===== config.mk =====
export PLATFORM = sky130hd
export DESIGN_NAME = onets_led_arbiter
export DESIGN_NICKNAME = d
export VERILOG_FILES = /design/src/rtl/onets_led_pkg.sv /design/src/rtl/onets_rr_arbiter.sv /design/src/rtl/onets_led_arbiter.sv
export SDC_FILE = /design/constraint.sdc
export NUM_CORES = 1
export LEC_CHECK = 0
export BUFFER_PORTS_ARGS = -buffer_cell sky130_fd_sc_hd__buf_2
export CAP_MARGIN = 20
export CORE_ASPECT_RATIO = 2
export CORE_UTILIZATION = 40
export CTS_BUF_LIST = sky130_fd_sc_hd__clkbuf_8
export CTS_CLUSTER_DIAMETER = 80
export DETAILED_ROUTE_END_ITERATION = 8
export GPL_ROUTABILITY_DRIVEN = 0
export HOLD_SLACK_MARGIN = 0.12
export RECOVER_POWER = 50
export SLEW_MARGIN = 20
export SYNTH_ARGS = -nofsm -noshare
export SYNTH_HDL_FRONTEND = slang
export SYNTH_SLANG_ARGS = --single-unit

===== constraint.sdc =====
create_clock -name bd_fclk0_125m -period 6 [get_ports bd_fclk0_125m]
set_input_delay 0.3 -clock bd_fclk0_125m [delete_from_list [all_inputs] [get_ports bd_fclk0_125m]]
set_output_delay 0.3 -clock bd_fclk0_125m [all_outputs]
set_load 0.05 [all_outputs]

===== src/rtl/onets_led_pkg.sv =====
`default_nettype none
// ============================================================================
// Module      : onets_led_pkg
// Description : Shared state encoding, default hold time and a width helper
//               for the OneTSwitch LED/PMOD indicator arbiter.
// Revision    : 1.0  initial release
// ============================================================================
package onets_led_pkg;

    // Arbiter FSM encoding. The GAP state forces one all-off cycle between owners.
    typedef enum logic [1:0] {
        ST_IDLE = 2'd0,
        ST_OWN  = 2'd1,
        ST_GAP  = 2'd2
    } led_state_e;

    // One second of ownership at the 125 MHz fabric clock.
    localparam int HOLD_CYCLES_1S = 125000000;

    // Width of a binary index into n items; never narrower than one bit.
    function automatic int idx_width(input int n);
        return (n > 1) ? $clog2(n) : 1;
    endfunction

endpackage : onets_led_pkg
`default_nettype wire


===== src/rtl/onets_rr_arbiter.sv =====
`default_nettype none
// ============================================================================
// Module      : onets_rr_arbiter
// Description : Combinational round-robin pick. Returns the first request bit
//               at or after ptr, wrapping at N, as one-hot and binary index.
// Revision    : 1.0  initial release
// ============================================================================
module onets_rr_arbiter
    import onets_led_pkg::*;
#(
    parameter int N     = 4,
    parameter int IDX_W = idx_width(N)
) (
    input  logic [N-1:0]     req,
    input  logic [IDX_W-1:0] ptr,
    output logic [N-1:0]     win,
    output logic [IDX_W-1:0] win_idx,
    output logic             any_req
);

    // One extra bit so ptr + offset (at most 2N-2) never overflows before wrap.
    localparam int SUM_W = IDX_W + 1;

    logic [SUM_W-1:0] w_tgt;
    logic             w_found;

    assign any_req = |req;

    // Walk the candidate positions ptr, ptr+1, ... in order and take the first
    // one that is requesting. Both loop indices are constants so every select
    // into req is static.
    always_comb begin
        win     = '0;
        win_idx = '0;
        w_found = 1'b0;
        w_tgt   = '0;
        for (int k = 0; k < N; k++) begin
            w_tgt = {1'b0, ptr} + SUM_W'(k);
            if (w_tgt >= SUM_W'(N)) begin
                w_tgt = w_tgt - SUM_W'(N);
            end
            for (int i = 0; i < N; i++) begin
                if (!w_found && req[i] && (w_tgt == SUM_W'(i))) begin
                    win[i]  = 1'b1;
                    win_idx = IDX_W'(i);
                    w_found = 1'b1;
                end
            end
        end
    end

endmodule : onets_rr_arbiter
`default_nettype wire


===== src/rtl/onets_led_arbiter.sv =====
`default_nettype none
// ============================================================================
// Module      : onets_led_arbiter
// Description : Time-shares the PL LED/PMOD pins between NUM_REQ requesters.
//               Heartbeat is shown when nobody requests; otherwise each owner
//               gets up to HOLD_CYCLES clocks followed by a one-cycle blank.
//               A PS force path overrides the pins without disturbing the FSM.
// Revision    : 1.0  initial release
// ============================================================================
module onets_led_arbiter
    import onets_led_pkg::*;
#(
    parameter int NUM_REQ     = 4,
    parameter int LED_W       = 2,
    parameter int HOLD_CYCLES = HOLD_CYCLES_1S
) (
    input  logic                     bd_fclk0_125m,
    input  logic                     rst_n,
    input  logic [LED_W-1:0]         hb_led,
    input  logic                     hb_pmod,
    input  logic [NUM_REQ-1:0]       req,
    input  logic [NUM_REQ*LED_W-1:0] req_led,
    input  logic [NUM_REQ-1:0]       req_pmod,
    input  logic                     force_en,
    input  logic [LED_W-1:0]         force_led,
    input  logic                     force_pmod,
    output logic [NUM_REQ-1:0]       grant,
    output logic                     busy,
    output logic [LED_W-1:0]         pl_led,
    output logic                     pl_pmod
);

    localparam int IDX_W = idx_width(NUM_REQ);
    localparam int CNT_W = $clog2(HOLD_CYCLES + 1);

    // Counter value seen during the last permitted OWN cycle.
    localparam logic [CNT_W-1:0] HOLD_LAST = CNT_W'(HOLD_CYCLES - 1);
    localparam logic [IDX_W-1:0] LAST_IDX  = IDX_W'(NUM_REQ - 1);

    // ------------------------------------------------------------------
    // State and registered outputs
    // ------------------------------------------------------------------
    led_state_e           state_q,    state_d;
    logic [NUM_REQ-1:0]   grant_q,    grant_d;
    logic                 busy_q,     busy_d;
    logic [IDX_W-1:0]     owner_q,    owner_d;
    logic [IDX_W-1:0]     rr_ptr_q,   rr_ptr_d;
    logic [CNT_W-1:0]     hold_cnt_q, hold_cnt_d;
    logic [LED_W-1:0]     pl_led_q,   pl_led_d;
    logic                 pl_pmod_q,  pl_pmod_d;

    // ------------------------------------------------------------------
    // Arbitration and owner data selection
    // ------------------------------------------------------------------
    logic [NUM_REQ-1:0]   w_win;
    logic [IDX_W-1:0]     w_win_idx;
    logic                 w_any_req;
    logic [LED_W-1:0]     w_owner_led;
    logic                 w_owner_pmod;
    logic                 w_owner_req;
    logic                 w_release;
    logic [IDX_W-1:0]     w_next_ptr;

    onets_rr_arbiter #(
        .N     (NUM_REQ),
        .IDX_W (IDX_W)
    ) u_rr_arbiter (
        .req     (req),
        .ptr     (rr_ptr_q),
        .win     (w_win),
        .win_idx (w_win_idx),
        .any_req (w_any_req)
    );

    // Select the current owner's request level and indicator values.
    always_comb begin
        w_owner_led  = '0;
        w_owner_pmod = 1'b0;
        w_owner_req  = 1'b0;
        for (int i = 0; i < NUM_REQ; i++) begin
            if (owner_q == IDX_W'(i)) begin
                w_owner_led  = req_led[i*LED_W +: LED_W];
                w_owner_pmod = req_pmod[i];
                w_owner_req  = req[i];
            end
        end
    end

    // Ownership ends when the owner lets go or its time slice is used up.
    assign w_release  = !w_owner_req || (hold_cnt_q == HOLD_LAST);

    // The pointer moves past the outgoing owner so it goes to the back of the line.
    assign w_next_ptr = (owner_q == LAST_IDX) ? '0 : owner_q + IDX_W'(1);

    // Next-state, grant, counter and pin values for the arbiter FSM.
    always_comb begin
        state_d    = state_q;
        grant_d    = grant_q;
        busy_d     = busy_q;
        owner_d    = owner_q;
        rr_ptr_d   = rr_ptr_q;
        hold_cnt_d = hold_cnt_q;
        pl_led_d   = '0;
        pl_pmod_d  = 1'b0;

        case (state_q)
            ST_IDLE: begin
                pl_led_d  = hb_led;
                pl_pmod_d = hb_pmod;
                if (w_any_req) begin
                    state_d    = ST_OWN;
                    grant_d    = w_win;
                    owner_d    = w_win_idx;
                    hold_cnt_d = '0;
                    busy_d     = 1'b1;
                end
            end

            ST_OWN: begin
                if (w_release) begin
                    state_d  = ST_GAP;
                    grant_d  = '0;
                    rr_ptr_d = w_next_ptr;
                end else begin
                    pl_led_d   = w_owner_led;
                    pl_pmod_d  = w_owner_pmod;
                    hold_cnt_d = hold_cnt_q + CNT_W'(1);
                end
            end

            ST_GAP: begin
                if (w_any_req) begin
                    state_d    = ST_OWN;
                    grant_d    = w_win;
                    owner_d    = w_win_idx;
                    hold_cnt_d = '0;
                end else begin
                    state_d = ST_IDLE;
                    busy_d  = 1'b0;
                end
            end

            default: begin
                state_d = ST_IDLE;
                grant_d = '0;
                busy_d  = 1'b0;
            end
        endcase

        // The PS override only replaces the pin values; scheduling carries on.
        if (force_en) begin
            pl_led_d  = force_led;
            pl_pmod_d = force_pmod;
        end
    end

    // Register all FSM state and outputs; reset clears pins immediately.
    always_ff @(posedge bd_fclk0_125m or negedge rst_n) begin
        if (!rst_n) begin
            state_q    <= ST_IDLE;
            grant_q    <= '0;
            busy_q     <= 1'b0;
            owner_q    <= '0;
            rr_ptr_q   <= '0;
            hold_cnt_q <= '0;
            pl_led_q   <= '0;
            pl_pmod_q  <= 1'b0;
        end else begin
            state_q    <= state_d;
            grant_q    <= grant_d;
            busy_q     <= busy_d;
            owner_q    <= owner_d;
            rr_ptr_q   <= rr_ptr_d;
            hold_cnt_q <= hold_cnt_d;
            pl_led_q   <= pl_led_d;
            pl_pmod_q  <= pl_pmod_d;
        end
    end

    assign grant   = grant_q;
    assign busy    = busy_q;
    assign pl_led  = pl_led_q;
    assign pl_pmod = pl_pmod_q;

endmodule : onets_led_arbiter
`default_nettype wire


==> results of run 1 <==
## layout make-up
cell class,count,share of cell area [%]
timing repair buffer,33,5.88
sequential,41,37.4
multi-input combinational,207,48.8
tap,63,2.87
clock buffer,6,3.01
clock inverter,2,0.502
inverter,11,1.50
## power groups by stage
stage / Sequential (W) / Clock [W] / Combinational [W]
3_3_place_gp: 0.000380 / 0 / 0.000480
6_report: 0.000377 / 0.000200 / 0.000479
4_1_cts: 0.000375 / 0.000203 / 0.000489
3_5_place_dp: 0.000381 / 0 / 0.000488
2_1_floorplan: 0.000421 / 0 / 0.000329
5_1_grt: 0.000386 / 0.000211 / 0.000529
## registers in the layout, indices dropped and copies added (netlist names)
register and count:
state_q 2, grant 4, hold_cnt_q 27, rr_ptr_q 2, pl_led 2, busy 1, owner_q 2, pl_pmod 1
## critical path, stage by stage, from the launching register on
cell and delay, ps:
sky130_fd_sc_hd__dfrtp_1 440, sky130_fd_sc_hd__ha_1 310, sky130_fd_sc_hd__nand3b_1 270, sky130_fd_sc_hd__a211o_1 510, sky130_fd_sc_hd__or3_4 480, sky130_fd_sc_hd__or3_1 310, sky130_fd_sc_hd__a21oi_1 160
## per-stage QoR
stage	power [W]	setup slack (ps)	util [%]	hold slack, ps
2_1_floorplan	0.000749	3840	-	4.41
3_3_place_gp	0.000860	3510	44.2	493
3_5_place_dp	0.000869	3450	44.2	499
4_1_cts	0.00107	3440	45.8	166
5_1_grt	0.00113	3250	45.7	236
6_report	0.00106	3440	45.7	215
## synth_stat cells, drive strengths merged (6+ instances only)
master | number | area, um^2
dfrtp | 41 | 1030
nand2 | 26 | 97.6
nor2 | 24 | 90.1
a21oi | 20 | 100
nor4 | 14 | 93.8
o21ai | 14 | 70.1
xnor2 | 13 | 114
buf | 12 | 56.3
nand4 | 12 | 75.1
inv | 11 | 41.3
nand3 | 10 | 50.1
o31ai | 7 | 67.6
clkbuf | 6 | 22.5
o211ai | 6 | 45.0
## per-layer routing
metal  part of all wire, %  vias to the layer above  routed length [um]  global-route usage [%]
li1                      -                     1065                   -                       -
met1                    36                     1090                2260                    21.3
met2                    58                       50                3650                    39.4
met3                   3.0                       12                 185                    3.51
met4                   2.6                        0                 164                    9.05
met5                     0                        -                   0                       0
## cell families (layout without fill, tap and decap cells)
kind of cell,Yosys count,in the layout,synth area share (%)
AOI/OAI and AO/OA,68,68,19.6
xor gates and xnor gates,15,15,5.28
DFF,41,41,41.3
buffers and inverters,29,52,4.83
muxes,4,4,1.71
and+or+nand+nor,115,115,24.8
adders and majority gates,5,5,2.52
## path summary, 6_finish.rpt
kind                                     from        endpoint  slack, ps  depth (start not counted)
worst max-delay path               owner_q[0]  hold_cnt_q[25]       3440                          6
min in group asynchronous               rst_n  hold_cnt_q[20]        650                          1
worst min-delay path             force_led[0]       pl_led[0]        220                          3
max in group asynchronous               rst_n   hold_cnt_q[7]       4070                          1
worst max register to register     owner_q[0]  hold_cnt_q[25]       3440                          6
worst min register to register  hold_cnt_q[0]   hold_cnt_q[0]        520                          1
==> metrics.csv, run 1 <==
stage,metric,value,unit
sta,fin_crit_sh,42.6,%
cts,max-clock-path-buffers,2,
pwr,vdd_ir_drop_max,268,uV
flow_run,cap_viol_max_count,1,
sta,worst_clock_skew,8.22,ps
critical_path,setup.worst_path.class,reg -> reg,
cts,clk_root_buffer_cell,sky130_fd_sc_hd__clkbuf_8,
synthesis,syn_inst,277,
pwr,cellInternalPower,0.000566,W
floorplanning,design.die.area,6550,um^2
pwr,p_clk_share,19.0,%
placed_design,place.detailed.hpwl,4610,um
critical_path,path_max_fanout,15,
route,post_drt_wl_per_cell,17.3,um
synthesis,synth.cell_area,2490,um^2
critical_path,critPathArrivalTime,2790,ps
global_routing,groute.usage.overall,20.7,%
route,drc_errors,0,
finish,area_of_the_multi_input_gates,1340,um^2
sta,clock.fmax,391,MHz
floorplanning,vert_die_dim,113,um
cts,postCtsSetupBuffers,0,
sta,maxSlewViolCount,42,
global_routing,antenna_found_initial,0,
finish,layout.area.seq,1030,um^2
cts,worstSkewPairLatency,310,ps
route,detail_route.iter0.violations,64,
critical_path,cp.required,6230,ps
cts,htree_num_levels,2,
finish,final-instance-count-excl-fill,363,
sta,report.final.hold_viol_count,0,
finish,post-route-cell-area,2740,um^2
pwr,power.share.switching,46.4,%
cts,number_of_buffers_added_to_fix_hold_violations_after_cts,0,
cts,tritoncts,done,
synthesis,async_set_reset_flop_share_out_of_synthesis,100,%
floorplanning,core-area,6010,um^2
cts,tritoncts.num_buffers,5,
placed_design,post_dp_cell_area,2650,um^2
pwr,sequential_power_share,35.7,%
sta,grt_setup_unrepaired,false,
finish,mostFrequentLayoutCell,sky130_fd_sc_hd__dfrtp_1,
cts,clkTransAtPathRegs,80,ps
route,avgViaCountPerCell,6.11,
synthesis,synth_cell_types,50,
route,drt_pass1_iterations,4,
sta,timing.max_slew.rel_slack,-50.1,%
floorplanning,die_x,57.7,um
route,vias_post_dr,2217,
pwr,switchingPower,0.000490,W
finish,most-common-layout-cells,"41 x sky130_fd_sc_hd__dfrtp_1, 27 x sky130_fd_sc_hd__buf_2, 26 x sky130_fd_sc_hd__nand2_1",
route,detail_route.wirelength,6260,um
finish,nFillCells,608,
sta,max_slew.worst_pin.slew,2250,ps
synthesis,synthesized_area_per_cell,8.98,um^2
run_status,outcome,finished with violations,
placed_design,io_buffers,32,
floorplanning,boundaryPins,33,
finish,antenna_cells_inserted,0,
pwr,p_per_area,385,nW/um^2
global_routing,grt_first_pass_wirelength,10200,um
synthesis,synth-main-ff-cell,sky130_fd_sc_hd__dfrtp_1,
global_routing,pin_count_of_the_biggest_net_entering_global_routing,42,
placed_design,placedCellCount,355,
synthesis,postSynthNetCount,307,
sta,setup_total_negative_slack,0,ps
critical_path,critPathCaptureType,flip-flop,
pwr,power.static_leakage,1.14,nW
synthesis,ys.warnings.count,0,
floorplanning,initial_core_util,41.4,%
finish,num-nets-final,329,
run_status,failed_checks,"max-capacitance violations, max-slew violations",
synthesis,synth_seq_area_share,41.3,%
sta,final_period_minus_worst_setup_slack,2560,ps
synthesis,edff_count_synth,0,
global_routing,grt_pass1_vias,2076,
critical_path,critical_path.startpoint_type,flip-flop,
floorplanning,rows,40,
synthesis,synth_seq_cells,41,
global_routing,gr-total-overflow,0,
pwr,power_frac_comb,45.4,%
finish,area.growth.synth_to_final,10.4,%
worst_hold_path,min-delay-path-class,in -> reg,
sta,finalSetupViolCount,0,
cts,tritoncts_num_sinks,41,
finish,drive_gt1_share,15.7,%
route,ant_nets,0,
cts,cts_repair_resize_count,0,
Note: power is estimated with default switching activity, not from simulation.
==> run 2, diff against run 1 <==
clock period = 2.1 ns   (was 6 ns; I/O delays follow)
==> run 2 against run 1 <==
The flow finishes with violations (negative setup slack). Setup slack got worse by 3500 ps. Via count rose by 6.8%. Final area rose by 21%. Total power rose to 3.3 times the previous value. Maximum frequency rose by 18%. Flip-flop and latch count did not move. Register-to-register slack got worse by 3500 ps. Cell count rose by 12%. Critical path depth rose by 1. Combinational power rose to 4.1 times the previous value. Utilization rose by 9.6 points. Count of clock-buffer cells in the layout fell by 1. Critical path type unchanged. Largest power group unchanged.
==> metrics.csv, run 2 (same netlist as run 1, synthesis figures left out) <==
stage,metric,value,unit,change
finish,area.growth.synth_to_final,33.6,%,
route,post_drt_wl_per_cell,17.0,um,-1.4%
run_status,outcome,finished with violations,,
cts,tritoncts.num_buffers,5,,unchanged
cts,clkTransAtPathRegs,80,ps,about the same
sta,maxSlewViolCount,0,,-100%
route,drt_pass1_iterations,4,,unchanged
route,ant_nets,0,,unchanged
pwr,finalPower,0.00353,W,+230%
critical_path,reg2reg_setup_slack,-70,ps,-3510 ps
sta,final_critical_path_setup_slack,-65.8,ps,-3510 ps
global_routing,antenna_found_initial,0,,unchanged
critical_path,critPathCaptureType,flip-flop,,
pwr,power.static_leakage,1.45,nW,+27%
run_status,failed_checks,negative setup slack,,
floorplanning,die_x,57.7,um,unchanged
sta,fin_crit_sh,103,%,+60 points
sta,max_slew.worst_pin.slew,1070,ps,-1180 ps
sta,final_period_minus_worst_setup_slack,2170,ps,-393 ps
finish,most-common-layout-cells,"40 x sky130_fd_sc_hd__dfrtp_1, 37 x sky130_fd_sc_hd__buf_4, 31 x sky130_fd_sc_hd__buf_2",,
critical_path,rr_endpoint,hold_cnt_q[25],,
finish,antenna_cells_inserted,0,,unchanged
global_routing,pin_count_of_the_biggest_net_entering_global_routing,20,,-52%
placed_design,post-place-ws,-147,ps,-3590 ps
worst_hold_path,min-delay-path-class,in -> reg,,
finish,most_flops_register,hold_cnt_q,,
sta,worst_clock_skew,5.00,ps,-3.22 ps
global_routing,grt_pass1_vias,2617,,+26%
floorplanning,core-area,6010,um^2,unchanged
finish,layout.area.seq,1030,um^2,+0.12%
pwr,p_per_area,1060,nW/um^2,+180%
critical_path,path_max_fanout,3,,-12
sta,timing.max_slew.rel_slack,28.4,%,+78 points
cts,worstSkewPairLatency,300,ps,about the same
flow_run,cap_viol_max_count,0,,-1
critical_path,timing.reg2reg.worst_path_depth,7,,+1
sta,report.final.hold_viol_count,0,,unchanged
route,vias_post_dr,2367,,+6.8%
critical_path,critical_path.startpoint_type,flip-flop,,
critical_path,timing.rr.start,owner_q[1],,
finish,mostFrequentLayoutCell,sky130_fd_sc_hd__dfrtp_1,,
finish,area_of_the_multi_input_gates,1600,um^2,+19%
sta,grt_setup_unrepaired,true,,
route,detail_route.wirelength,6890,um,+10%
finish,drive_gt1_share,33.6,%,+18 points
critical_path,critPathLaunch,owner_q[1],,
pwr,vdd_ir_drop_max,815,uV,+200%
global_routing,grt_first_pass_wirelength,11500,um,+12%
finish,largest_register_ffs,27,,unchanged
cts,htree_num_levels,2,,unchanged
critical_path,cp.required,2330,ps,-3900 ps
floorplanning,vert_die_dim,113,um,unchanged
placed_design,place.detailed.hpwl,5200,um,+13%
sta,hold_ws,137,ps,-77.9 ps
placed_design,io_buffers,32,,unchanged
finish,num-nets-final,373,,+13%
floorplanning,design.die.area,6550,um^2,unchanged
floorplanning,initial_core_util,41.4,%,unchanged
route,avgViaCountPerCell,5.84,,-4.3%
finish,nFillCells,576,,-5.3%
global_routing,gr-total-overflow,0,,unchanged
route,detail_route.iter0.violations,45,,-30%
route,drc_errors,0,,unchanged
cts,tritoncts_num_sinks,41,,unchanged
sta,finalSetupViolCount,5,,+5
critical_path,setup.worst_path.class,reg -> reg,,
floorplanning,boundaryPins,33,,unchanged
global_routing,groute.usage.overall,22.9,%,+2.2 points
sta,setup_total_negative_slack,-154,ps,-154 ps
critical_path,critPathCapture,hold_cnt_q[25],,
critical_path,critPathArrivalTime,2400,ps,-390 ps
cts,max-clock-path-buffers,2,,unchanged
floorplanning,rows,40,,unchanged
cts,clk_root_buffer_cell,sky130_fd_sc_hd__clkbuf_8,,
sta,clock.fmax,462,MHz,+18%
cts,tritoncts,done,,
-- run 2: worst max-delay path: stages, from the launching register on --
cell	delay (ps)
sky130_fd_sc_hd__dfrtp_1	390
sky130_fd_sc_hd__inv_2	90
sky130_fd_sc_hd__ha_4	170
sky130_fd_sc_hd__nand3b_1	220
sky130_fd_sc_hd__a211o_1	390
sky130_fd_sc_hd__or3_4	400
sky130_fd_sc_hd__or3_4	340
sky130_fd_sc_hd__a21oi_2	120
-- run 2: worst min path at each step --
stage / endpoint / cells past startpoint / startpoint
final: pl_led[1] / 5 / hb_led[1]
after global routing: pl_led[1] / 5 / hb_led[1]
after CTS: pl_led[1] / 5 / hb_led[1]
after detailed placement: pl_led[0] / 1 / rst_n
after global placement: pl_led[0] / 1 / rst_n
after floorplan: busy / 0 / rst_n
-- run 2: where the power goes --
group / total [W] / leakage [nW] / switching, W / internal (W)
Clock: 0.000486 / 0.0399 / 0.000267 / 0.000219
Combinational: 0.00197 / 0.866 / 0.00117 / 0.000799
Sequential: 0.00107 / 0.549 / 0.000157 / 0.000916
Total: 0.00353 / 1.45 / 0.00160 / 0.00193
-- run 2: timing repair --
| item | in CTS | in global routing |
|---|---|---|
| gates resized for setup | 14 | 25 |
| hold buffers | 5 | 0 |
| pin swaps | 10 | 8 |
| setup endpoints to repair | 18 | 35 |
| setup buffers | 3 | 2 |
| endpoints found under the hold margin | 44 | 0 |
-- run 2: final cells by class --
class	instances	area share, %
inverters	11	1.24
clock inverters	1	0.151
multi-input cells	207	48.0
flip-flops and latches	41	30.9
repair buffers	77	15.2
well taps	63	2.37
clock buffers	5	2.07
-- run 2: metrics by stage --
| step | std cells | util (%) | instance area [um^2] |
|---|---|---|---|
| floorplan | 277 | - | 2530 |
| CTS | 403 | 52.3 | 3140 |
| finish | 405 | 55.3 | 3320 |
| detailed placement | 390 | 49.1 | 2950 |
| global placement | 390 | 49.1 | 2950 |
| global route | 405 | 55.3 | 3320 |
-- run 2: routing by layer --
layer	wire length, um	vias up	track usage, %
li1	-	1152	-
met1	2380	1142	20.3
met2	4100	51	46.1
met3	159	22	3.40
met4	253	0	12.7
met5	0	-	0
